[src/rtl/uart_tx_stream.sv]
`default_nettype none
// ============================================================================
// Module : uart_tx_stream
// UART transmitter fed by a valid/ready stream. Define UART_TX_STREAM_FIFO_EN
// to buffer words in a FIFO_DEPTH-entry FIFO instead of one holding register.
// Rev    : 1.0
// ============================================================================
module uart_tx_stream #(
    parameter int CLK_FREQUENCY = 50000000,
    parameter int BAUDRATE      = 115200,
    parameter int DATA_BITS     = 8,
    parameter int PARITY        = 0,
    parameter int STOP_BITS     = 1,
    parameter int MSB_FIRST     = 0,
    parameter int FIFO_DEPTH    = 16
) (
    input  logic                        clk,
    input  logic                        reset_n,
    input  logic                        in_valid,
    input  logic [DATA_BITS-1:0]        in_data,
    output logic                        in_ready,
    output logic                        tx,
    output logic                        busy,
    output logic [$clog2(FIFO_DEPTH):0] level
);

    localparam int C_DIVISOR = (CLK_FREQUENCY + BAUDRATE / 2) / BAUDRATE;
    localparam int C_CW      = (C_DIVISOR < 2) ? 1 : $clog2(C_DIVISOR);
    localparam int C_LW      = $clog2(FIFO_DEPTH) + 1;

    localparam logic [C_CW-1:0] C_BAUD_LAST = C_CW'(C_DIVISOR - 1);
    localparam logic [3:0]      C_DATA_LAST = 4'(DATA_BITS - 1);
    localparam logic [3:0]      C_STOP_LAST = 4'(STOP_BITS - 1);

    if (C_DIVISOR < 2) begin : g_chk_divisor
        $error("uart_tx_stream: baud divisor must be at least 2");
    end
    if (DATA_BITS < 5 || DATA_BITS > 9) begin : g_chk_data_bits
        $error("uart_tx_stream: DATA_BITS must be 5..9");
    end
    if (PARITY < 0 || PARITY > 2) begin : g_chk_parity
        $error("uart_tx_stream: PARITY must be 0, 1 or 2");
    end
    if (STOP_BITS < 1 || STOP_BITS > 2) begin : g_chk_stop_bits
        $error("uart_tx_stream: STOP_BITS must be 1 or 2");
    end

    typedef enum logic [2:0] {
        S_IDLE   = 3'd0,
        S_START  = 3'd1,
        S_DATA   = 3'd2,
        S_PARITY = 3'd3,
        S_STOP   = 3'd4
    } t_state;

    t_state                 r_state;
    t_state                 w_state_nxt;
    logic                   w_push;
    logic                   w_pop;
    logic                   w_empty;
    logic                   w_full;
    logic [DATA_BITS-1:0]   w_rd_data;
    logic [DATA_BITS-1:0]   r_shift;
    logic                   r_parity;
    logic [C_CW-1:0]        r_baud_cnt;
    logic [3:0]             r_bit_cnt;
    logic                   r_tx;
    logic                   r_busy;
    logic                   w_tx_nxt;
    logic                   w_bit_done;
    logic                   w_shift_bit;

    assign in_ready = !w_full;
    assign w_push   = in_valid && !w_full;

`ifdef UART_TX_STREAM_FIFO_EN
    localparam int C_AW = $clog2(FIFO_DEPTH);

    if (FIFO_DEPTH < 2 || (FIFO_DEPTH & (FIFO_DEPTH - 1)) != 0) begin : g_chk_depth
        $error("uart_tx_stream: FIFO_DEPTH must be a power of two, at least 2");
    end

    logic [DATA_BITS-1:0] r_mem [FIFO_DEPTH];
    logic [C_AW:0]        r_wr_ptr;
    logic [C_AW:0]        r_rd_ptr;

    // Extra pointer MSB distinguishes full from empty when the indices match.
    assign w_full    = (r_wr_ptr ^ r_rd_ptr) == {1'b1, {C_AW{1'b0}}};
    assign w_empty   = (r_wr_ptr == r_rd_ptr);
    assign w_rd_data = r_mem[r_rd_ptr[C_AW-1:0]];
    assign level     = r_wr_ptr - r_rd_ptr;

    always_ff @(posedge clk) begin
        if (w_push) begin
            r_mem[r_wr_ptr[C_AW-1:0]] <= in_data;
        end
    end

    always_ff @(posedge clk or negedge reset_n) begin
        if (!reset_n) begin
            r_wr_ptr <= '0;
            r_rd_ptr <= '0;
        end else begin
            if (w_push) begin
                r_wr_ptr <= r_wr_ptr + (C_AW + 1)'(1);
            end
            if (w_pop) begin
                r_rd_ptr <= r_rd_ptr + (C_AW + 1)'(1);
            end
        end
    end
`else
    logic                 r_hold_valid;
    logic [DATA_BITS-1:0] r_hold_data;

    assign w_full    = r_hold_valid;
    assign w_empty   = !r_hold_valid;
    assign w_rd_data = r_hold_data;
    assign level     = C_LW'(r_hold_valid);

    // Push requires an empty register and pop a full one, so they never collide.
    always_ff @(posedge clk or negedge reset_n) begin
        if (!reset_n) begin
            r_hold_valid <= 1'b0;
            r_hold_data  <= '0;
        end else if (w_push) begin
            r_hold_valid <= 1'b1;
            r_hold_data  <= in_data;
        end else if (w_pop) begin
            r_hold_valid <= 1'b0;
        end
    end
`endif

    assign w_bit_done  = (r_baud_cnt == C_BAUD_LAST);
    assign w_shift_bit = (MSB_FIRST != 0) ? r_shift[DATA_BITS-1] : r_shift[0];

    always_ff @(posedge clk or negedge reset_n) begin
        if (!reset_n) begin
            r_state <= S_IDLE;
        end else begin
            r_state <= w_state_nxt;
        end
    end

    always_comb begin
        w_state_nxt = r_state;
        w_pop       = 1'b0;
        w_tx_nxt    = 1'b1;
        case (r_state)
            S_IDLE: begin
                if (!w_empty) begin
                    w_pop       = 1'b1;
                    w_state_nxt = S_START;
                end
            end
            S_START: begin
                w_tx_nxt = 1'b0;
                if (w_bit_done) begin
                    w_state_nxt = S_DATA;
                end
            end
            S_DATA: begin
                w_tx_nxt = w_shift_bit;
                if (w_bit_done && r_bit_cnt == C_DATA_LAST) begin
                    w_state_nxt = (PARITY != 0) ? S_PARITY : S_STOP;
                end
            end
            S_PARITY: begin
                w_tx_nxt = r_parity;
                if (w_bit_done) begin
                    w_state_nxt = S_STOP;
                end
            end
            S_STOP: begin
                if (w_bit_done && r_bit_cnt == C_STOP_LAST) begin
                    if (!w_empty) begin
                        w_pop       = 1'b1;
                        w_state_nxt = S_START;
                    end else begin
                        w_state_nxt = S_IDLE;
                    end
                end
            end
            default: begin
                w_state_nxt = S_IDLE;
            end
        endcase
    end

    always_ff @(posedge clk or negedge reset_n) begin
        if (!reset_n) begin
            r_shift    <= '0;
            r_parity   <= 1'b0;
            r_baud_cnt <= '0;
            r_bit_cnt  <= '0;
        end else if (w_pop) begin
            r_shift    <= w_rd_data;
            r_parity   <= (PARITY == 1) ? ~^w_rd_data : ^w_rd_data;
            r_baud_cnt <= '0;
            r_bit_cnt  <= '0;
        end else if (r_state != S_IDLE) begin
            if (w_bit_done) begin
                r_baud_cnt <= '0;
                if (r_state == S_DATA) begin
                    r_shift <= (MSB_FIRST != 0) ? {r_shift[DATA_BITS-2:0], 1'b0}
                                                : {1'b0, r_shift[DATA_BITS-1:1]};
                    r_bit_cnt <= (r_bit_cnt == C_DATA_LAST) ? 4'd0 : r_bit_cnt + 4'd1;
                end else if (r_state == S_STOP) begin
                    r_bit_cnt <= r_bit_cnt + 4'd1;
                end
            end else begin
                r_baud_cnt <= r_baud_cnt + C_CW'(1);
            end
        end
    end

    // The pin lags the state register by one cycle so it comes straight from a flop.
    always_ff @(posedge clk or negedge reset_n) begin
        if (!reset_n) begin
            r_tx   <= 1'b1;
            r_busy <= 1'b0;
        end else begin
            r_tx   <= w_tx_nxt;
            r_busy <= (r_state != S_IDLE);
        end
    end

    assign tx   = r_tx;
    assign busy = r_busy;

endmodule
`default_nettype wire

[config.mk]
export PLATFORM = sky130hd
export DESIGN_NAME = uart_tx_stream
export DESIGN_NICKNAME = d
export VERILOG_FILES = /design/src/rtl/uart_tx_stream.sv
export SDC_FILE = /design/constraint.sdc
export NUM_CORES = 1
export LEC_CHECK = 0
export ABC_AREA = 0
export CAP_MARGIN = 20
export CORE_MARGIN = 2
export CORE_UTILIZATION = 40
export DETAILED_ROUTE_END_ITERATION = 6
export SETUP_SLACK_MARGIN = 0.05
export SKIP_CTS_REPAIR_TIMING = 1
export SLEW_MARGIN = 20
export SYNTH_ARGS = -nofsm -noshare
export SYNTH_HDL_FRONTEND = slang
export SYNTH_SLANG_ARGS = --single-unit
export TNS_END_PERCENT = 20
[constraint.sdc]
create_clock -name clk -period 2 [get_ports clk]
set_clock_uncertainty 0.15 [all_clocks]
set_input_delay 0.2 -clock clk [delete_from_list [all_inputs] [get_ports clk]]
set_output_delay 0.2 -clock clk [all_outputs]
set_load 0.02 [all_outputs]
== Word level (Yosys, flattened, before mapping) ==
Index checks and enable logic that the tools add are counted.

* Flip-flop bits (word level): 36
* Input bits: 11
* Output and inout port bits: 8
* Word-level logic and storage cells: 64

* $add $sub $neg: 2
* Equal/unequal tests: 11
* Mux-type cells: 26
* Reductions and logical operators: 16

{| class="wikitable"
|+ Operators with widths
! kind !! number
|-
| 8-bit 2-to-1 mux || 4
|-
| 9-bit 2-to-1 mux || 3
|-
| 4-bit 2-to-1 mux || 6
|-
| 3-bit 2-to-1 mux || 5
|-
| 3-bit case mux with 5 select lines || 1
|-
| 2-bit inequality test, second input constant || 5
|-
| 9-bit by 1-bit adder with 9-bit output, second input constant || 1
|-
| 9-bit == test, second input constant || 1
|-
| 2-bit nonzero test || 4
|-
| 8-bit XOR reduction || 1
|-
| 3-bit by 2-bit == test with 1-bit output, second input constant || 2
|-
| 3-bit AND reduction || 2
|-
| 3-bit nonzero test || 2
|-
| 1-bit 2-to-1 mux || 5
|-
| 5-bit AND reduction || 1
|-
| 4-bit by 1-bit adder with 4-bit output, second input constant || 1
|-
| 4-bit by 3-bit == test with 1-bit output, second input constant || 1
|-
| 4-bit zero test || 1
|-
| 3-bit by 1-bit == test with 1-bit output, second input constant || 1
|-
| 3-bit == test, second input constant || 1
|-
| 1-bit logical AND || 3
|-
| 3-bit zero test || 1
|-
| 1-bit case mux with 3 select lines || 1
|-
| 1-bit case mux with 2 select lines || 1
|-
| 1-bit zero test || 1
|}

== Longest topological paths before layout ==
* Word-level depth: 6
* Mapped depth: 8
* Mapped depth without buffers: 7

== Least setup slack after synthesis ==
No wires, ideal clock.

* Kind: flip-flop to flip-flop
* Start: reg r_bit_cnt[0]
* End: reg r_bit_cnt[2]
* Setup time: 0.082 ns
* Arrival: 1.773 ns
* Data required time: 1.768 ns
* Path slack: -0.005 ns
* Stages on the path, launching flop included: 9
* Buffers on the path: 1
* Period minus slack after synthesis: 2.005 ns
* Path through: dfrtp_1 -> inv_1 -> ha_1 -> nor3b_1 -> and3_1 -> a22oi_2 -> buf_2 -> a21oi_1 -> o22ai_1

* Longest elaborated chain between the ends: 6
* Elaborated cells between the ends (all ways): 16
* Those cells by class: add/sub (1); eq/ne (1); mux (8); reduce/logical (6)

{| class="wikitable"
|+ Ends and longest elaborated chain
! what !! line !! RTL
|-
| from (decl) || 66 || <nowiki>logic [3:0] r_bit_cnt;</nowiki>
|-
| from (signal assigned) || 208 || <nowiki>r_bit_cnt <= (r_bit_cnt == C_DATA_LAST) ? 4'd0 : r_bit_cnt + 4'd1;</nowiki>
|-
| from (signal assigned) || 210 || <nowiki>r_bit_cnt <= r_bit_cnt + 4'd1;</nowiki>
|-
| 4-bit by 1-bit adder with 4-bit output, or another cell as far along || 208, 210 ||
|-
| 4-bit 2-to-1 mux, or another cell as far along || 209 || <nowiki>end else if (r_state == S_STOP) begin</nowiki>
|-
| 4-bit 2-to-1 mux or 1-bit 2-to-1 mux (tied branches) || 205, 176 ||
|-
| 4-bit 2-to-1 mux or 1-bit case mux with 2 select lines (tied branches) || 203, 150 ||
|-
| 4-bit 2-to-1 mux, or another cell as far along || 202 || <nowiki>end else if (r_state != S_IDLE) begin</nowiki>
|-
| 4-bit 2-to-1 mux or 3-bit AND reduction (tied branches) || - ||
|}

Several ways; a longest one is shown, not always the timed one. The select of a mux whose other input is x is not followed.
A chain may end at the register's enable or synchronous reset.

== Worst setup path in the final report ==
* Start: reg r_baud_cnt[6]
* End: reg r_shift[6]

* Longest elaborated chain between the ends: 6
* Elaborated cells between the ends (all ways): 9
* Those cells by class: eq/ne (1); mux (3); reduce/logical (5)

{| class="wikitable"
|+ Ends and longest elaborated chain
! what !! line !! RTL
|-
| from (decl) || 65 || <nowiki>logic [C_CW-1:0] r_baud_cnt;</nowiki>
|-
| from (signal assigned) || 213 || <nowiki>r_baud_cnt <= r_baud_cnt + C_CW'(1);</nowiki>
|-
| 9-bit == test (*) || 135 || <nowiki>assign w_bit_done = (r_baud_cnt == C_BAUD_LAST);</nowiki>
|-
| 1-bit logical AND || 176 || <nowiki>if (w_bit_done && r_bit_cnt == C_STOP_LAST) begin</nowiki>
|-
| 1-bit 2-to-1 mux || 176 ||
|-
| 1-bit case mux with 2 select lines || 150 || <nowiki>case (r_state)</nowiki>
|-
| 2-bit nonzero test (no line) || - ||
|-
| 3-bit AND reduction (no line) || - ||
|-
| to (signal assigned) || 198 || <nowiki>r_shift <= w_rd_data;</nowiki>
|-
| to (signal assigned) || 206 || <nowiki>r_shift <= (MSB_FIRST != 0) ? {r_shift[DATA_BITS-2:0], 1'b0}</nowiki>
|-
| to (decl) || 63 || <nowiki>logic [DATA_BITS-1:0] r_shift;</nowiki>
|}

Mark *: on every way between the ends. The rest lies on a longest branch, timed or not.

==> metrics.md <==
| Metric | Value |
|---|---|
| Quantity of I/O buffers inserted on ports | `14` |
| Critical Path, Cell by Cell | `or4b_4 > nor2_8 > mux2_4 > a21boi_4 > o2bb2a_1` |
| Most common flop cell mapped by yosys | `sky130_fd_sc_hd__dfrtp_1` |
| Required time of the worst setup path | `2080 ps` |
| Number of pins with negative max-slew slack in the final report | `0` |
| Fraction of registers with async set/reset | `1.00` |
| Wirelength, routed | `3890 microns` |
| Top-level I/O count | `19` |
| Setup repair after global routing missed its margin | `true` |
| Time the worst path needs with I/O delays and setup | `2040 ps` |
| Post-Synthesis Cells | `171` |
| Seq cells post-synth | `36` |
| Share of cells above drive strength 1 | `0.304` |
| Most common library cells after synthesis | `35 x sky130_fd_sc_hd__dfrtp_1, 13 x sky130_fd_sc_hd__nand2_1, 10 x sky130_fd_sc_hd__o22ai_1` |
| Worst path bufs/invs | `0` |
| HPWL after detailed placement | `2700 microns` |
| TritonCTS clock tree | `built` |
| Count of fill cells added during filler insertion | `382` |
| Worst Setup Slack, final | `-44.6 ps` |
| Power Dens Cells | `1300 nW/um^2` |
| Drt drc | `0` |
| Final non-filler cell area | `2330 sq um` |
| Pleak | `1.01 nW` |
| NetSw | `1.00 mW` |
| Sinks on Clock Net | `36` |
| Final weighted congestion in routability-driven placement | `0.782` |
| Via total after detailed routing | `1,385` |
| Tot GR Track Use | `0.160` |
| Finished Core Util | `0.528` |
| Nets | `221` |
| Arr. time, crit path | `2120 ps` |
| Maximum cell stage delay along the critical path | `590 ps` |
| Yosys warning count | `0` |
| Chip Height | `72.2 microns` |
| Highest ir drop seen on vdd | `0.634 mV` |
| Area delta synth->final | `25.4%` |
| Seq/Total Area, Yosys | `0.485` |
| Num rows | `24` |
| Number of synthesized flops with an enable pin | `0` |
| Result of the run | `finished with violations` |
| Cell type with the highest aggregate area in the netlist | `sky130_fd_sc_hd__dfrtp_1` |
| Final cycle utilization of the critical path | `1.02` |
| Syn_area_per_cell | `10.9 sq um` |
| Clock slew at the register clock pins of the worst setup and hold paths | `80 ps` |
| Startpoint class of the critical path | `flip-flop` |
| Max_cap viols | `0` |
| Full die area | `5210 sq um` |
| CP top delay family | `simple AND/OR/NAND/NOR gates` |
| Clock power frac | `0.214` |
| Largest fanout of any net on the critical path | `8` |
| Slowest-stage cell, CP | `sky130_fd_sc_hd__or4b_4` |
| Worst hold path type | `input port to async pin` |
| Global-route wire length before repair | `6280 microns` |
| Endpoint class of the critical path | `flip-flop` |
| Synth top area share | `0.471` |
| Portion of total power attributed to combinational logic | `0.374` |
| Placeable Area | `4410 sq um` |
| Total clock buffers created by CTS | `5` |
| Number of nets with antenna violations after detailed routing | `0` |
| Initial detailed-routing violation count | `76` |
| Number of levels the H-tree was split into | `2` |
| Pint | `2.02 mW` |
| Distinct cell type count of the synthesized netlist | `45` |
| Crit path kind | `flip-flop to flip-flop` |
| Number of antenna violations at the first check in global routing | `0` |
| Switching part of the total | `0.332` |
| Source-to-sink clock delay at the later pin of the worst-skew pair | `290 ps` |
| Top cells by area, synth | `sky130_fd_sc_hd__dfrtp_1 47%, sky130_fd_sc_hd__mux2_2 4.8%, sky130_fd_sc_hd__xnor2_1 3.8%` |
| Share of total power in sequential cells | `0.412` |
| Leading cell type by number of instances after synthesis | `sky130_fd_sc_hd__dfrtp_1` |
| Highest clock rate | `489 MHz` |
| GRT overflow | `0` |
| Starting density of the core | `0.421` |
| Post-Place Cell Area | `2130 sq um` |
| Final setup violation count | `8` |
| Synthesized area | `1860 sq um` |
| DRT Pass-1 Iters | `4` |
| Pin count of the biggest net entering global routing | `37` |
| Routed len/inst | `15.0 microns` |
| Violations in the final reports | `negative setup slack` |
| Horizontal die dimension | `72.2 microns` |
| CTS root buf | `sky130_fd_sc_hd__clkbuf_8` |
| Per-cell via count in the routed design | `5.35` |
| Final Hold Violating Endpoints | `0` |
| Number of buffers on the longest clock path | `2` |
| Total inserted antenna cells | `0` |
| Vias in the first global route | `1,312` |
-- cell families (layout without fill, tap and decap cells) --
| kind of cell | after synthesis | count (layout) | synth area share |
|---|---|---|---|
| multiplexers | 9 | 9 | 0.0565 |
| AND/OR/NAND/NOR | 49 | 49 | 0.158 |
| flip-flops | 36 | 36 | 0.485 |
| adder cells (fa/ha/maj) | 4 | 4 | 0.0269 |
| XOR/XNOR | 12 | 12 | 0.0565 |
| other | 1 | 4 | 0.00202 |
| AO/OA/AOI/OAI | 38 | 38 | 0.150 |
| buffers and inverters | 22 | 55 | 0.0646 |
-- per-stage QoR --
step / instances / setup slack [ps] / hold WS, ps / power (mW) / setup TNS, ps
after floorplan: 174 / 20.7 / -246 / 1.97 / 0
after global placement: 246 / 12.7 / 334 / 2.28 / 0
after detailed placement: 246 / -39.7 / 340 / 2.33 / -138
after CTS: 254 / -51.0 / 188 / 2.98 / -329
after global routing: 259 / -140 / 208 / 3.22 / -900
final: 259 / -44.6 / 178 / 3.02 / -232
-- cell type report --
type / instances / area (sq um) / share of cell area
clock buffers: 5 / 68.8 / 0.0295
flip-flops and latches: 36 / 906 / 0.388
clock inverters: 3 / 42.5 / 0.0182
well taps: 52 / 65.1 / 0.0279
inverters: 9 / 33.8 / 0.0145
multi-input cells: 116 / 888 / 0.381
repair buffers: 38 / 328 / 0.141
-- state kept, by name (all words and copies together) (netlist names) --
name and flops:
tx 1, r_baud_cnt 9, r_hold_valid 1, r_parity 1, r_bit_cnt 4, busy 1, r_hold_data 8, r_shift 8
r_state 3
-- power groups by stage --
stage | logic (mW) | clock network, mW | registers, mW
global placement | 1.04 | 0 | 1.24
detailed placement | 1.08 | 0 | 1.24
CTS | 1.08 | 0.659 | 1.24
floorplan | 0.750 | 0 | 1.22
global route | 1.24 | 0.698 | 1.28
finish | 1.13 | 0.646 | 1.25
-- cell usage in the layout, fill, tap and decap left out, types with 2 or more instances in the layout --
cell	synthesis	routed
sky130_fd_sc_hd__a21oi_1	6	6
sky130_fd_sc_hd__a2bb2oi_1	6	3
sky130_fd_sc_hd__a2bb2oi_2	0	3
sky130_fd_sc_hd__and3_1	2	2
sky130_fd_sc_hd__buf_4	7	22
sky130_fd_sc_hd__buf_6	1	2
sky130_fd_sc_hd__clkbuf_8	0	5
sky130_fd_sc_hd__clkdlybuf4s50_1	0	14
sky130_fd_sc_hd__conb_1	1	4
sky130_fd_sc_hd__dfrtp_1	35	32
sky130_fd_sc_hd__dfrtp_2	0	3
sky130_fd_sc_hd__ha_1	4	3
sky130_fd_sc_hd__inv_1	9	8
sky130_fd_sc_hd__mux2_2	8	8
sky130_fd_sc_hd__nand2_1	13	13
sky130_fd_sc_hd__nand2b_1	2	2
sky130_fd_sc_hd__nand3_1	2	2
sky130_fd_sc_hd__nand4_1	4	4
sky130_fd_sc_hd__nor2_1	8	8
sky130_fd_sc_hd__nor3_1	4	4
sky130_fd_sc_hd__nor3b_1	2	2
sky130_fd_sc_hd__o21ai_0	7	6
sky130_fd_sc_hd__o22ai_1	10	9
sky130_fd_sc_hd__or3_1	3	3
sky130_fd_sc_hd__xnor2_1	8	8
sky130_fd_sc_hd__xor2_1	4	4
-- final timing paths --
check | start | endpoint | slack [ps] | cells after the start
min in group clk | r_parity | r_parity | 360 | 2
setup reg to reg | r_baud_cnt[6] | r_shift[6] | -40 | 5
setup / recovery | r_baud_cnt[6] | r_shift[6] | -40 | 5
hold / removal | reset_n | r_baud_cnt[1] | 180 | 2
hold reg to reg | r_parity | r_parity | 360 | 2
max in group asynchronous | reset_n | r_state[0] | 1180 | 2
-- routing by layer --
layer | vias to the layer above | global-route usage | share of wire
li1 | 665 | - | -
met1 | 688 | 0.212 | 0.47
met2 | 25 | 0.249 | 0.49
met3 | 7 | 0.0417 | 0.031
met4 | 0 | 0.0692 | 0.016
met5 | - | 0 | 0
(Power assumes the default switching activity.)
